==> src/rtl/switch_allocator.sv <==
// Five-output switch allocator for a P/E/S/W/N mesh router: round-robin per output, wormhole lock head->tail.
// Optional sticky illegal-destination flags are enabled by defining SA_BAD_DST_ERR_EN.
module switch_allocator #(
  parameter int RR_INIT     = 0,
  parameter int MAX_PKT_LEN = 16
) (
  input  logic        clk,
  input  logic        rst,
  input  logic [4:0]  in_req,
  input  logic [14:0] in_dst,
  input  logic [4:0]  in_tail,
  input  logic [4:0]  out_ready,
  output logic [4:0]  in_gnt,
  output logic [4:0]  proc_sel_code,
  output logic [4:0]  east_sel_code,
  output logic [4:0]  south_sel_code,
  output logic [4:0]  west_sel_code,
`ifdef SA_BAD_DST_ERR_EN
  output logic [4:0]  north_sel_code,
  output logic [4:0]  bad_dst_err
`else
  output logic [4:0]  north_sel_code
`endif
);

  localparam int NP    = 5;
  localparam int CNT_W = (MAX_PKT_LEN > 1) ? $clog2(MAX_PKT_LEN + 1) : 1;
  localparam logic [CNT_W-1:0] LAST_CNT = CNT_W'((MAX_PKT_LEN > 0) ? MAX_PKT_LEN - 1 : 0);
  localparam logic [2:0] PTR_INIT = 3'(RR_INIT);

  localparam logic [0:0] ST_IDLE   = 1'b0;
  localparam logic [0:0] ST_LOCKED = 1'b1;

  logic [0:0]       r_state [NP];
  logic [2:0]       r_owner [NP];
  logic [2:0]       r_ptr   [NP];
  logic [CNT_W-1:0] r_cnt   [NP];
  logic [4:0]       r_sel   [NP];

  logic [2:0] w_dst   [NP];
  logic [4:0] w_legal;
  logic       w_fire  [NP];
  logic [2:0] w_win   [NP];
  logic [4:0] w_gnt   [NP];
  logic       w_last  [NP];
  logic [4:0] w_gnt_all;

  // Stage p0: decode destinations and arbitrate every output
  always_comb begin
    for (int i = 0; i < NP; i++) begin
      w_dst[i]   = in_dst[3*i +: 3];
      w_legal[i] = (w_dst[i] <= 3'd4) && (w_dst[i] != 3'(i));
    end
  end

  always_comb begin
    logic [2:0] idx;
    idx = '0;
    w_gnt_all = '0;
    for (int o = 0; o < NP; o++) begin
      w_fire[o] = 1'b0;
      w_win[o]  = r_owner[o];
      w_last[o] = 1'b0;
      if (r_state[o] == ST_IDLE) begin
        if (out_ready[o]) begin
          for (int k = 1; k <= NP; k++) begin
            idx = 3'((int'(r_ptr[o]) + k) % NP);
            if (!w_fire[o] && in_req[idx] && w_legal[idx] && (w_dst[idx] == 3'(o))) begin
              w_fire[o] = 1'b1;
              w_win[o]  = idx;
            end
          end
        end
      end else if (in_req[r_owner[o]] && out_ready[o]) begin
        w_fire[o] = 1'b1;
      end
      // Length cap counts this grant: first grant of a packet is number one
      if (MAX_PKT_LEN > 0) begin
        if (r_state[o] == ST_IDLE) w_last[o] = (MAX_PKT_LEN == 1);
        else                       w_last[o] = (r_cnt[o] == LAST_CNT);
      end
      w_gnt[o]  = w_fire[o] ? (5'b00001 << w_win[o]) : 5'b00000;
      w_gnt_all = w_gnt_all | w_gnt[o];
    end
  end

  assign in_gnt = rst ? 5'b00000 : w_gnt_all;

  // Stage p1: register select codes and advance per-output lock state
  always_ff @(posedge clk) begin
    if (rst) begin
      for (int o = 0; o < NP; o++) begin
        r_state[o] <= ST_IDLE;
        r_owner[o] <= '0;
        r_ptr[o]   <= PTR_INIT;
        r_cnt[o]   <= '0;
        r_sel[o]   <= '0;
      end
    end else begin
      for (int o = 0; o < NP; o++) begin
        r_sel[o] <= w_gnt[o];
        if (w_fire[o]) begin
          if (r_state[o] == ST_IDLE) begin
            r_ptr[o]   <= w_win[o];
            r_owner[o] <= w_win[o];
            r_cnt[o]   <= CNT_W'(1);
          end else begin
            r_cnt[o]   <= r_cnt[o] + CNT_W'(1);
          end
          r_state[o] <= (in_tail[w_win[o]] || w_last[o]) ? ST_IDLE : ST_LOCKED;
        end
      end
    end
  end

`ifdef SA_BAD_DST_ERR_EN
  logic [4:0] r_bad;
  always_ff @(posedge clk) begin
    if (rst) r_bad <= '0;
    else     r_bad <= r_bad | (in_req & ~w_legal);
  end
  assign bad_dst_err = r_bad;
`endif

  assign proc_sel_code  = r_sel[0];
  assign east_sel_code  = r_sel[1];
  assign south_sel_code = r_sel[2];
  assign west_sel_code  = r_sel[3];
  assign north_sel_code = r_sel[4];

endmodule
==> config.mk <==
export PLATFORM = sky130hd
export DESIGN_NAME = switch_allocator
export DESIGN_NICKNAME = d
export VERILOG_FILES = /design/src/rtl/switch_allocator.sv
export SDC_FILE = /design/constraint.sdc
export NUM_CORES = 1
export LEC_CHECK = 0
export ABC_AREA = 1
export CAP_MARGIN = 20
export CELL_PAD_IN_SITES_DETAIL_PLACEMENT = 1
export CELL_PAD_IN_SITES_GLOBAL_PLACEMENT = 2
export CORE_AREA = 2 2 190 192
export DETAILED_ROUTE_END_ITERATION = 12
export DIE_AREA = 0 0 192 194
export GPL_TIMING_DRIVEN = 0
export PLACE_DENSITY = 0.88
export SLEW_MARGIN = 20
export SYNTH_ARGS = -nofsm -noshare
export SYNTH_HDL_FRONTEND = slang
export SYNTH_SLANG_ARGS = --single-unit
==> constraint.sdc <==
create_clock -name clk -period 12.6 [get_ports clk]
set_clock_uncertainty 0.05 [all_clocks]
set_input_delay 2.52 -clock clk [delete_from_list [all_inputs] [get_ports clk]]
set_output_delay 2.52 -clock clk [all_outputs]
set_load 0.01 [all_outputs]
==> flow_summary.ini, run 1 <==
[sta]
slew_headroom_pct = 33.8
finalSetupViolations = 0
period_needed_ns = 9.82
fmax_ghz = 0.102
worstMarginPinSlew_ns = 0.989
hold_violations = 0
rsz0062_at_grt = no
fin_setup_tns_ns = 0
slew_viol_final = 0
fin_crit_sh_pct = 77.9

[drt]
drc_errors = 0
vias_per_cell = 5.17
post_drt_wl_per_cell_um = 16.3
drt-total-wl_um = 42800
drt_iter0_drc = 675
routed-via-count = 13600
antenna_left = 0
firstDrtPassIters = 5

[flow_run]
drv_cap = 0

[synth]
async_reset_ff_share_pct = 0
synth_area_leaders = nand2_1 20%, ha_1 14%, edfxtp_1 11%
synthMostInstantiatedCell = nand2_1
ys_top_cells_by_count = 637 x nand2_1, 339 x inv_1, 233 x nand3_1, 180 x nor2_1, 138 x ha_1
synth_top_area_cell = nand2_1
syn_inst = 2083
synth_cell_types = 58
synth_area_per_cell_um2 = 5.87
synth_edf_count = 45
syn-num-nets = 2255
synth-main-ff-cell = edfxtp_1
yosysWarnings = 0
synthDominantCellAreaShare_pct = 19.5
netlist_area_mm2 = 0.0122
synth_seq_cells = 70
ys_seq_area_share_pct = 15.1

[worst_hold_path]
min_from = r_cnt[4][3]$_SDFFCE_PN0P_
whs_path_depth = 2
hold_class = register to register
whs_endpoint = r_cnt[4][3]$_SDFFCE_PN0P_

[clock_tree]
h-tree-depth = 3
cts_hold_repair.buffers = 0
cts_resized = 0
cts_buffers = 9
clock_sinks = 70
clk_path_buf_depth = 2
clock-root-buffer = clkbuf_16
cts_tree = built
path_clk_slew_ns = 0.06
insertion_delay_ns = 0.34
postCtsSetupRepairBufs = 0

[die]
rows = 69
die_h_um = 194
pin_count = 62
die-area_mm2 = 0.0372
die_w_um = 192
core_area_mm2 = 0.0352
start_util_pct = 34.7

[final_layout]
diodes = 0
fillers = 4835
layout-drive-gt1-share_pct = 6.90
syn_to_final_growth_pct = 12.1
design_area_mm2 = 0.0137
final_nets = 2326

[global_route]
grt_use_total_pct = 23.1
antenna_found_initial = 0
gr-total-overflow = 0
grt_max_degree = 14
grt_pass1_wl_um = 69900
grt_pass1_vias = 13800

[worst_setup_path]
critPathLaunchType = primary input
critical_path.reg2reg.startpoint = r_owner[0][6]$_SDFFCE_PP0P_
r2r_slack_ns = 6.21
r2r_cells = 31
cp_data_arrival_time_ns = 7.25
critPathMaxFanout = 7
crit_required_ns = 10.03
end_kind = output port
r2r_end = r_cnt[2][0]$_SDFFCE_PN0P_
criticalPathCategory = primary input to output port

[outcome]
outcome = completed

[placement]
dpl.hpwl_um = 35800
port_buffers = 60
gp_congestion = 0.904
placed_area_mm2 = 0.0134
## sequential cells by signal, indices dropped and copies added (netlist names)
signal,flops
r_cnt,25
r_owner,9
r_ptr,6
r_sel,25
r_state,5
## per-layer routing
| layer | up-vias | track usage [%] | wire (um) |
|---|---|---|---|
| met5 | - | 0 | 0 |
| met4 | 0 | 3.96 | 584 |
| met3 | 42 | 1.32 | 1030 |
| met2 | 170 | 43.0 | 21600 |
| met1 | 6536 | 29.3 | 19500 |
| li1 | 6807 | - | - |
## worst max path at each step
stage	depth (start not counted)	slack [ns]	endpoint	start
6_report	25	2.78	in_gnt[4]	in_dst[2]
5_1_grt	25	2.46	in_gnt[0]	in_dst[2]
4_1_cts	25	2.88	in_gnt[4]	in_dst[2]
3_5_place_dp	25	2.90	in_gnt[4]	in_dst[2]
3_3_place_gp	25	2.93	in_gnt[4]	in_dst[2]
2_1_floorplan	23	5.28	in_gnt[4]	in_dst[2]
## cell usage in the layout (no fill, tap or decap), types with 11 or more instances in the layout
| cell type | netlist | layout |
|---|---|---|
| edfxtp_1 | 45 | 45 |
| nor3_1 | 17 | 17 |
| nand3b_1 | 16 | 16 |
| inv_1 | 339 | 339 |
| inv_2 | 11 | 11 |
| nor2_2 | 17 | 17 |
| ha_1 | 138 | 138 |
| xor2_1 | 29 | 29 |
| nand2_1 | 637 | 637 |
| a21oi_1 | 46 | 46 |
| nand4_1 | 44 | 44 |
| nand2_2 | 35 | 35 |
| nand3_1 | 233 | 233 |
| dfxtp_1 | 25 | 25 |
| o211ai_1 | 21 | 21 |
| o21ai_0 | 82 | 82 |
| clkdlybuf4s50_1 | 0 | 60 |
| o21ai_1 | 27 | 27 |
| clkbuf_1 | 19 | 19 |
| nor2_1 | 180 | 180 |
## layout make-up
cell class	instances	area, um2	area share, %
inverters	358	1350	9.88
flip-flops and latches	70	1850	13.5
well taps	461	577	4.21
plain buffers	36	194	1.41
multi-input cells	1619	8830	64.4
clock buffers	9	225	1.64
repair buffers	60	601	4.38
clock inverters	7	72.6	0.529
## stage by stage
step	hold slack [ns]	setup WS [ns]	instances	util, %
after CTS	0.595	2.88	2620	38.9
after floorplan	0.544	5.28	2083	-
after detailed placement	0.577	2.90	2604	38.1
after global routing	0.623	2.46	2620	38.9
final	0.591	2.78	2620	38.9
after global placement	0.563	2.93	2604	38.1
## logic make-up after synthesis
kind of cell / share of synthesized area, %
buffers and inverters: 12.7
adder cells (fa/ha/maj): 14.4
AND/OR/NAND/NOR: 44.4
XOR/XNOR: 2.62
AO/OA/AOI/OAI: 10.7
flip-flops: 15.1
## critical path, stage by stage
cell and delay [ns]:
clkdlybuf4s50_1 0.58, inv_1 0.12, nor3_1 0.53, nor2_1 0.08, nor2_1 0.71, inv_1 0.24, o21ai_0 0.20, o21ai_0 0.11
nand2_1 0.06, nand3_1 0.06, nand2_1 0.06, and3_1 0.21, nand3_1 0.17, inv_2 0.11, nand2_1 0.05, nand2_1 0.07
nand2_1 0.06, nand2_1 0.10, nand2_2 0.11, nor2_2 0.19, nand3_1 0.12, nand2_1 0.10, nand2_1 0.06, nand2_1 0.09
clkdlybuf4s50_1 0.53
Power of run 1 is left out: the tool's default activity adds up to more than one toggle a clock period on the data nets, which glitch-free logic cannot reach.
==> inputs of run 2 (changes only) <==
--- a/config.mk
+++ b/config.mk
@@ -9,11 +9,11 @@
 export CAP_MARGIN = 20
 export CELL_PAD_IN_SITES_DETAIL_PLACEMENT = 1
 export CELL_PAD_IN_SITES_GLOBAL_PLACEMENT = 2
-export CORE_AREA = 2 2 190 192
+export CORE_AREA = 2 2 193 195
 export DETAILED_ROUTE_END_ITERATION = 12
-export DIE_AREA = 0 0 192 194
+export DIE_AREA = 0 0 195 197
 export GPL_TIMING_DRIVEN = 0
-export PLACE_DENSITY = 0.88
+export PLACE_DENSITY = 0.85
 export SLEW_MARGIN = 20
 export SYNTH_ARGS = -nofsm -noshare
 export SYNTH_HDL_FRONTEND = slang
==> constraint.sdc (replaced) <==
create_clock -name clk -period 9.6 [get_ports clk]
set_clock_uncertainty 0.05 [all_clocks]
set_input_delay 1.92 -clock clk [delete_from_list [all_inputs] [get_ports clk]]
set_output_delay 1.92 -clock clk [all_outputs]
set_load 0.01 [all_outputs]
==> flow_summary.ini, run 2 (synthesis results as in run 1) <==
[die]
start_util_pct = 33.7
rows = 70
pin_count = 62
die_h_um = 197
core_area_mm2 = 0.0363
die-area_mm2 = 0.0384
die_w_um = 195

[worst_setup_path]
slowest_stage = edfxtp_1
r2r_slack_ns = 3.28
criticalPathCategory = register to output port
slowest_delay_ns = 0.54
path_common_cell = nand3_1
crit_buf_inv = 10
path_delay_family = buffers and inverters
critPathLaunchType = register
cp_data_arrival_time_ns = 6.73
end_kind = output port
r2r_cells = 31
critPathMaxFanout = 10
critical_path.reg2reg.startpoint = r_owner[0][6]$_SDFFCE_PP0P_
crit_required_ns = 7.63
r2r_end = r_state[0][2]$_SDFFCE_PP0P_

[sta]
holdWs_ns = 0.582
fin_setup_tns_ns = 0
worstMarginPinSlew_ns = 0.843
fmax_ghz = 0.115
rsz0062_at_grt = no
period_needed_ns = 8.70
fin_crit_sh_pct = 90.6
slew_viol_final = 0
slew_headroom_pct = 43.6
hold_violations = 0
finalSetupViolations = 0

[drt]
routed-via-count = 13500
firstDrtPassIters = 5
drt_iter0_drc = 630
drc_errors = 0
antenna_left = 0
vias_per_cell = 5.12
post_drt_wl_per_cell_um = 16.5
routed.top_layer = met4
drt-met1-wl_um = 20200
wl_met2_um = 21100
drt-total-wl_um = 43300
wl_met3_um = 1120

[final_layout]
final_cell_mix = 637 x nand2_1, 339 x inv_1, 233 x nand3_1
fin_cells = 2627
layout-drive-gt1-share_pct = 6.95
final_common_cell = nand2_1
fillers = 4940
final_nets = 2326
syn_to_final_growth_pct = 12.0
diodes = 0
top_regs = r_cnt x25, r_sel x25, r_owner x9

[clock_tree]
cts_tree = built
clock-root-buffer = clkbuf_16
cts_resized = 0
postCtsSetupRepairBufs = 0
cts_hold_repair.buffers = 0
insertion_delay_ns = 0.34
cts_buffers = 9
clock_sinks = 70
clk_path_buf_depth = 2
path_clk_slew_ns = 0.07
h-tree-depth = 3

[global_route]
grt_max_degree = 16
gr-total-overflow = 0
antenna_found_initial = 0
grt_pass1_vias = 13800
grt_pass1_wl_um = 71100
grt_use_total_pct = 22.9

[worst_hold_path]
min_from = r_cnt[4][3]$_SDFFCE_PN0P_
whs_path_depth = 2
whs_endpoint = r_cnt[4][3]$_SDFFCE_PN0P_
hold_class = register to register

[outcome]
outcome = completed

[flow_run]
drv_cap = 0

[placement]
gp_congestion = 0.892
port_buffers = 60
dpl.hpwl_um = 36400
placedCellCount = 2611
run 2: cell type report:
type	count	area, um2	area share, %
plain buffers	36	194	1.42
multi-input cells	1619	8830	64.5
clock inverters	7	61.3	0.447
inverters	358	1350	9.88
repair buffers	60	601	4.38
clock buffers	9	225	1.64
well taps	468	586	4.27
flip-flops and latches	70	1850	13.5
run 2: stage by stage:
step / instance area [um2] / util (%) / setup slack, ns
floorplan: 12200 / - / 3.02
global placement: 13400 / 37.0 / 1.22
detailed placement: 13400 / 37.0 / 1.20
CTS: 13700 / 37.8 / 0.843
global route: 13700 / 37.8 / 0.253
finish: 13700 / 37.8 / 0.900
run 2: worst max path at each step:
stage / from / end / cells after the start
2_1_floorplan: r_ptr[0][12]$_SDFFCE_PP0P_ / in_gnt[4] / 31
3_3_place_gp: in_dst[2] / in_gnt[2] / 25
3_5_place_dp: in_dst[5] / in_gnt[4] / 25
4_1_cts: r_owner[0][6]$_SDFFCE_PP0P_ / in_gnt[4] / 33
5_1_grt: r_owner[0][6]$_SDFFCE_PP0P_ / in_gnt[4] / 33
6_report: r_ptr[0][12]$_SDFFCE_PP0P_ / in_gnt[4] / 32
run 2: tightest hold or removal path: stages, from the launching register on:
cell,delay [ns]
edfxtp_1,0.36
xor2_1,0.07
nor2_1,0.09
run 2: layer usage:
layer  vias up  GRT usage (%)
li1       6797              -
met1      6456           29.2
met5         -              0
met3        48           1.92
met2       155           41.6
met4         0           5.40
Power of run 2 is left out for the same reason.
==> patch 1 (config.mk and constraints of run 2) <==
`MAX_PKT_LEN`: 16 -> 32.
--- a/src/rtl/switch_allocator.sv
+++ b/src/rtl/switch_allocator.sv
@@ -3,5 +3,5 @@
 module switch_allocator #(
   parameter int RR_INIT     = 0,
-  parameter int MAX_PKT_LEN = 16
+  parameter int MAX_PKT_LEN = 32
 ) (
   input  logic        clk,
Function: not settled (the Yosys comparison gave no result); the edit may change what the design does.
==> patch 1 against run 2 <==
  * Sequential cell count is 5 higher
  * Hold slack better by 0.0087 ns
  * Final area is 5.8% higher
  * Routed wire length is 3.3% higher
  * Register-to-register slack better by 0.38 ns
  * Critical path depth is 11 lower
  * Area after synthesis is 6.4% higher
  * Critical path type is now input port to output pin
  * Sequential share of layout area is 0.29 points higher
  * Fmax is 0.81% higher
  * Worst setup slack better by 0.070 ns
Power is not shown: default switching activity piles up to over one toggle a cycle in this logic, so the estimate is an artifact.
==> patch 1: results (changes against run 2) <==
- The average cell area after synthesis is 6.05 um^2 (+3.0%).
- The filler cell count was 4911 (-0.59%).
- Clock latency on the worst-skew pair, taken at its later pin, is 0.35 ns.
* CTS root buffer: clkbuf_16
- The run finished with clean final reports.
- Most numerous cell types in the synthesized netlist: 626 x nand2_1, 312 x inv_1, 229 x nand3_1
- The area taken by flip-flops and latches came to 0.00200 mm^2 (+8.1%).
- In the post-synthesis netlist, the biggest area contributors are nand2_1 18%, ha_1 13%, edfxtp_1 12%.
- The number of cells after detailed placement came to 2679 (+2.6%).
- The worst path arrival time is 6.66 ns (-0.07 ns).
* H-tree Lvls: 3 (unchanged)
- The average routed wire per standard cell is 16.6 um (+0.70%).
* Global placement routability congestion: 0.871 (-2.4%)
* Main synth FF type: edfxtp_1
- The antenna diode count came to 0 (unchanged).
* Via count of the first global-routing pass: 14200 (+3.1%)
- Cts bufs inserted: 9 (unchanged)
- The placed standard-cell area came to 0.0142 mm^2 (+5.8%).
- The worst hold path belongs to the class flip-flop to flip-flop.
- The detailed-placement wirelength estimate came to 37.4 mm (+2.8%).
- Initial DRT Pass Iterations: 5 (unchanged)
* Largest incremental delay on the critical path: 0.85 ns (+0.31 ns)
- The net count of the mapped netlist was 2320 (+2.9%).
- Crit path max-delay cell type: clkdlybuf4s50_1
- The total global-route track usage was 23.5% (+0.59 points).
- The number of buffers inserted by hold repair at cts was 0 (unchanged).
- After clock tree synthesis, the clock-pin slew on the worst setup and hold paths is 0.06 ns.
* Number of warnings printed during yosys synthesis: 0 (unchanged)
- The number of flops mapped to enable cells by yosys is 50 (+11%).
- The maximum clock insertion buffer count was 2 (unchanged).
* Detailed router's first-iteration violation count: 596 (-5.4%)
- Broken down by cell family, the worst path's largest delay share belongs to buffers and inverters.
- Relative slew slack: 25.9% (-18 points)
- The part of the Yosys area used for sequential elements was 15.4% (+0.25 points).
- The first-pass GRT wire length came to 73.1 mm (+2.8%).
- Pin count of the biggest net entering global routing: 15 (-1)
- Gates resized, CTS repair: 0 (unchanged)
- Number of nets in the final layout: 2391 (+2.8%)
- Fraction of registers with async set or reset after synthesis: 0% (unchanged)
- The routed wire length came to 44.7 mm (+3.3%).
* Count of cell types in the netlist: 67 (+16%)
* Vias per Instance: 5.16 (+0.78%)
- The post-CTS setup repair buffer count was 0 (unchanged).
* Count of buffers inserted at the top-level ports: 60 (unchanged)
* Number of antenna violations at the first check in global routing: 0 (unchanged)
- The minimum setup slack after placement came to 1.04 ns (-0.164 ns).
* Registers with the most flip-flops: r_cnt x30, r_sel x25, r_owner x9
* Peak fanout along the critical path: 9 (-1)
* Layout cell share with drive strength beyond 1: 11.3% (+4.4 points)
## patch 1: changes by cell type in the layout (fill, tap and decap cells not counted), moves of 10 or more
cell,run 2,this run
nand2_1,637,626
o211ai_1,21,10
inv_1,339,312
nor2_1,180,203
inv_2,11,29
nand2_2,35,70
o21ai_0,82,72
## patch 1: cell families (layout without fill, tap and decap cells)
| logic type | after synthesis | in the layout | share of synthesized area [%] |
|---|---|---|---|
| flip-flops | 75 | 75 | 15.4 |
| AO/OA/AOI/OAI | 200 | 200 | 9.26 |
| adder cells (fa/ha/maj) | 137 | 137 | 13.3 |
| XOR/XNOR | 38 | 38 | 2.92 |
| buffers and inverters | 391 | 467 | 12.1 |
| AND/OR/NAND/NOR | 1310 | 1310 | 47.0 |
## patch 1: final timing paths
| path | from | to | slack (ns) | cells after the start |
|---|---|---|---|---|
| min reg2reg | r_cnt[3][5] | r_cnt[3][5] | 0.59 | 2 |
| max reg2reg | r_ptr[0][12] | r_owner[0][8] | 3.66 | 32 |
| max | in_req[3] | in_gnt[3] | 0.97 | 21 |
| min | r_cnt[3][5] | r_cnt[3][5] | 0.59 | 2 |
## patch 1: area by class of cell
type	count	share of cell area (%)
Clock inverter	6	0.500
Tap cell	468	4.04
Multi-Input combinational cell	1685	65.1
Inverter	351	9.21
Clock buffer	10	1.58
Timing Repair Buffer	60	4.14
Buffer	40	1.66
Sequential cell	75	13.8
## patch 1: metal layers
layer,track usage [%],vias up,share of wire (%)
met2,41.5,225,48
met4,3.36,0,1.1
met1,31.3,6630,47
met5,0,-,0
li1,-,7023,-
met3,2.67,34,4.1
==> patch 2 (config.mk and constraints of run 2) <==
Without the edit above. Build with the macro `SA_BAD_DST_ERR_EN` defined.
--- a/src/rtl/switch_allocator.sv
+++ b/src/rtl/switch_allocator.sv
@@ -1,4 +1,6 @@
 // Five-output switch allocator for a P/E/S/W/N mesh router: round-robin per output, wormhole lock head->tail.
 // Optional sticky illegal-destination flags are enabled by defining SA_BAD_DST_ERR_EN.
+`define SA_BAD_DST_ERR_EN
+
 module switch_allocator #(
   parameter int RR_INIT     = 0,
New outputs: bad_dst_err. Function: not settled (the Yosys comparison gave no result); the edit may change what the design does.
==> patch 2 against run 2 <==
  * Worst setup slack got worse by 0.29 ns
  * Die area unchanged
  * Register-to-register slack improved by 0.22 ns
  * Final area decreased by 0.60%
  * Routed wire length about the same
  * Non-clock buffer count increased by 2
  * Sequential cell count increased by 5
  * Area after synthesis decreased by 1.2%
  * Critical endpoint is now in_gnt[3]
Power is not shown: default switching activity piles up to over one toggle a cycle in this logic, so the estimate is an artifact.
==> patch 2: results (changes against run 2) <==
* Fill cell count: 4897 (-0.87%)
- The worst hold slack is 0.401 ns (-0.181 ns).
* Buffers from clock root to sink, at most: 2 (unchanged)
- CP arrival: 7.02 ns (+0.29 ns)
* Global-route met3 utilization: 2.00% (+0.086 points)
* Most numerous cell types in the synthesized netlist: 559 x nand2_1, 298 x inv_1, 215 x nor2_1
- The final-stage net count is 2252 (-3.2%).
- The met2 global-route usage was 41.0% (-0.62 points).
- The cell count of the worst reg-to-reg path came to 35 (+13%).
- Wire per inst: 16.9 um (+2.5%)
* Cell types with the largest area share after synthesis: nand2_1 17%, ha_1 13%, edfxtp_1 11%
* Clock Latency Late Sink: 0.36 ns (+0.02 ns)
- The total global-route track usage was 22.5% (-0.33 points).
- The number of cells after detailed placement came to 2547 (-2.5%).
- Synthesized Nets: 2176 (-3.5%)
* Relative slew slack: 27.3% (-16 points)
- Run status: finished, final reports clean
* Post-route insts no fill: 2563 (-2.4%)
- The placed standard-cell area came to 0.0133 mm^2 (-0.71%).
* Half-perimeter wire length of the detailed placement result: 36.2 mm (-0.37%)
- Register-to-register setup slack: 3.50 ns (+0.22 ns)
- Setup Viol. Count Final: 0 (unchanged)
- The worst hold path terminates at bad_dst_err[0].
* Pin count of the biggest net entering global routing: 17 (+1)
* Via count of the routed design: 13200 (-1.6%)
- The synthesized-area fraction occupied by xor and xnor cells was 3.38% (+0.77 points).
* Number of antenna violations at the first check in global routing: 1 (+1)
* Peak fanout along the critical path: 8 (-2)
* Worst slack after detailed placement: 0.751 ns (-0.453 ns)
- Post-synthesis sequential area ratio: 16.1% (+1.0 points)
- Count of cell types in the netlist: 64 (+10%)
- GR Layer Usage met1: 28.8% (-0.43 points)
- The multi-input logic area was 0.00873 mm^2 (-1.1%).
- Startpoint of the tightest hold check path: bad_dst_err[0]
- The detailed-routing iteration count for the pre-antenna-repair pass came to 5 (unchanged).
* Post-Synthesis Cells: 2014 (-3.3%)
- The area fraction in compound gates after synthesis was 11.5% (+0.77 points).
- Global placement routability congestion: 0.898 (+0.61%)
- Fraction of the mapped netlist area in adder cells: 13.5% (-0.92 points)
* Layout cell share with drive strength beyond 1: 9.12% (+2.2 points)
- Global-route wire length before repair: 69.6 mm (-2.0%)
==> patch 2: cell types whose count changed after synthesis, sizes merged, moves of 6 or more <==
cell,delta
a21oi,+18
ha,-9
inv,-27
nand2,-62
nand3,-50
nand4,+15
nor2,+41
nor3,+13
or2,-6
==> patch 2: area by class of cell <==
cell class | instances | area share (%)
buffer | 32 | 1.15
clock buffer | 9 | 1.65
clock inverter | 7 | 0.468
inverter | 331 | 9.16
multi-input combinational | 1575 | 64.1
sequential | 75 | 14.3
tap | 468 | 4.30
timing repair buffer | 66 | 4.83
==> patch 2: critical path, stage by stage <==
cell and delay, ns:
clkdlybuf4s50_1 0.77, inv_1 0.25, nor2_1 0.47, inv_1 0.22, nor3_1 0.83, nand4_1 0.17, nand2_1 0.09, nand2_1 0.10
nor2_4 0.20, nor2_4 0.08, nand2_1 0.15, nand2_1 0.07, nand3_1 0.08, nand2_1 0.06, nand2_1 0.06, nand2_1 0.09
a21oi_1 0.27, nand2_1 0.16, nand3_1 0.14, nand2_1 0.11, nand3_1 0.16, clkdlybuf4s50_1 0.57
==> patch 2: worst max path at each step <==
| stage | from | endpoint | slack, ns | cells after the start |
|---|---|---|---|---|
| after floorplan | r_owner[0][3] | in_gnt[1] | 2.97 | 33 |
| after global placement | in_req[4] | in_gnt[3] | 0.79 | 22 |
| after detailed placement | in_req[4] | in_gnt[3] | 0.75 | 22 |
| after CTS | r_owner[0][3] | in_gnt[3] | 0.56 | 31 |
| after global routing | r_owner[0][6] | in_gnt[1] | 0.09 | 35 |
| final | in_req[4] | in_gnt[3] | 0.61 | 22 |
==> patch 2: layer usage <==
layer / wire (um) / part of all wire [%] / vias up
met4: 865 / 2.0 / 0
met2: 21000 / 49 / 202
met3: 1440 / 3.3 / 50
li1: - / - / 6633
met1: 20000 / 46 / 6354
met5: 0 / 0 / -
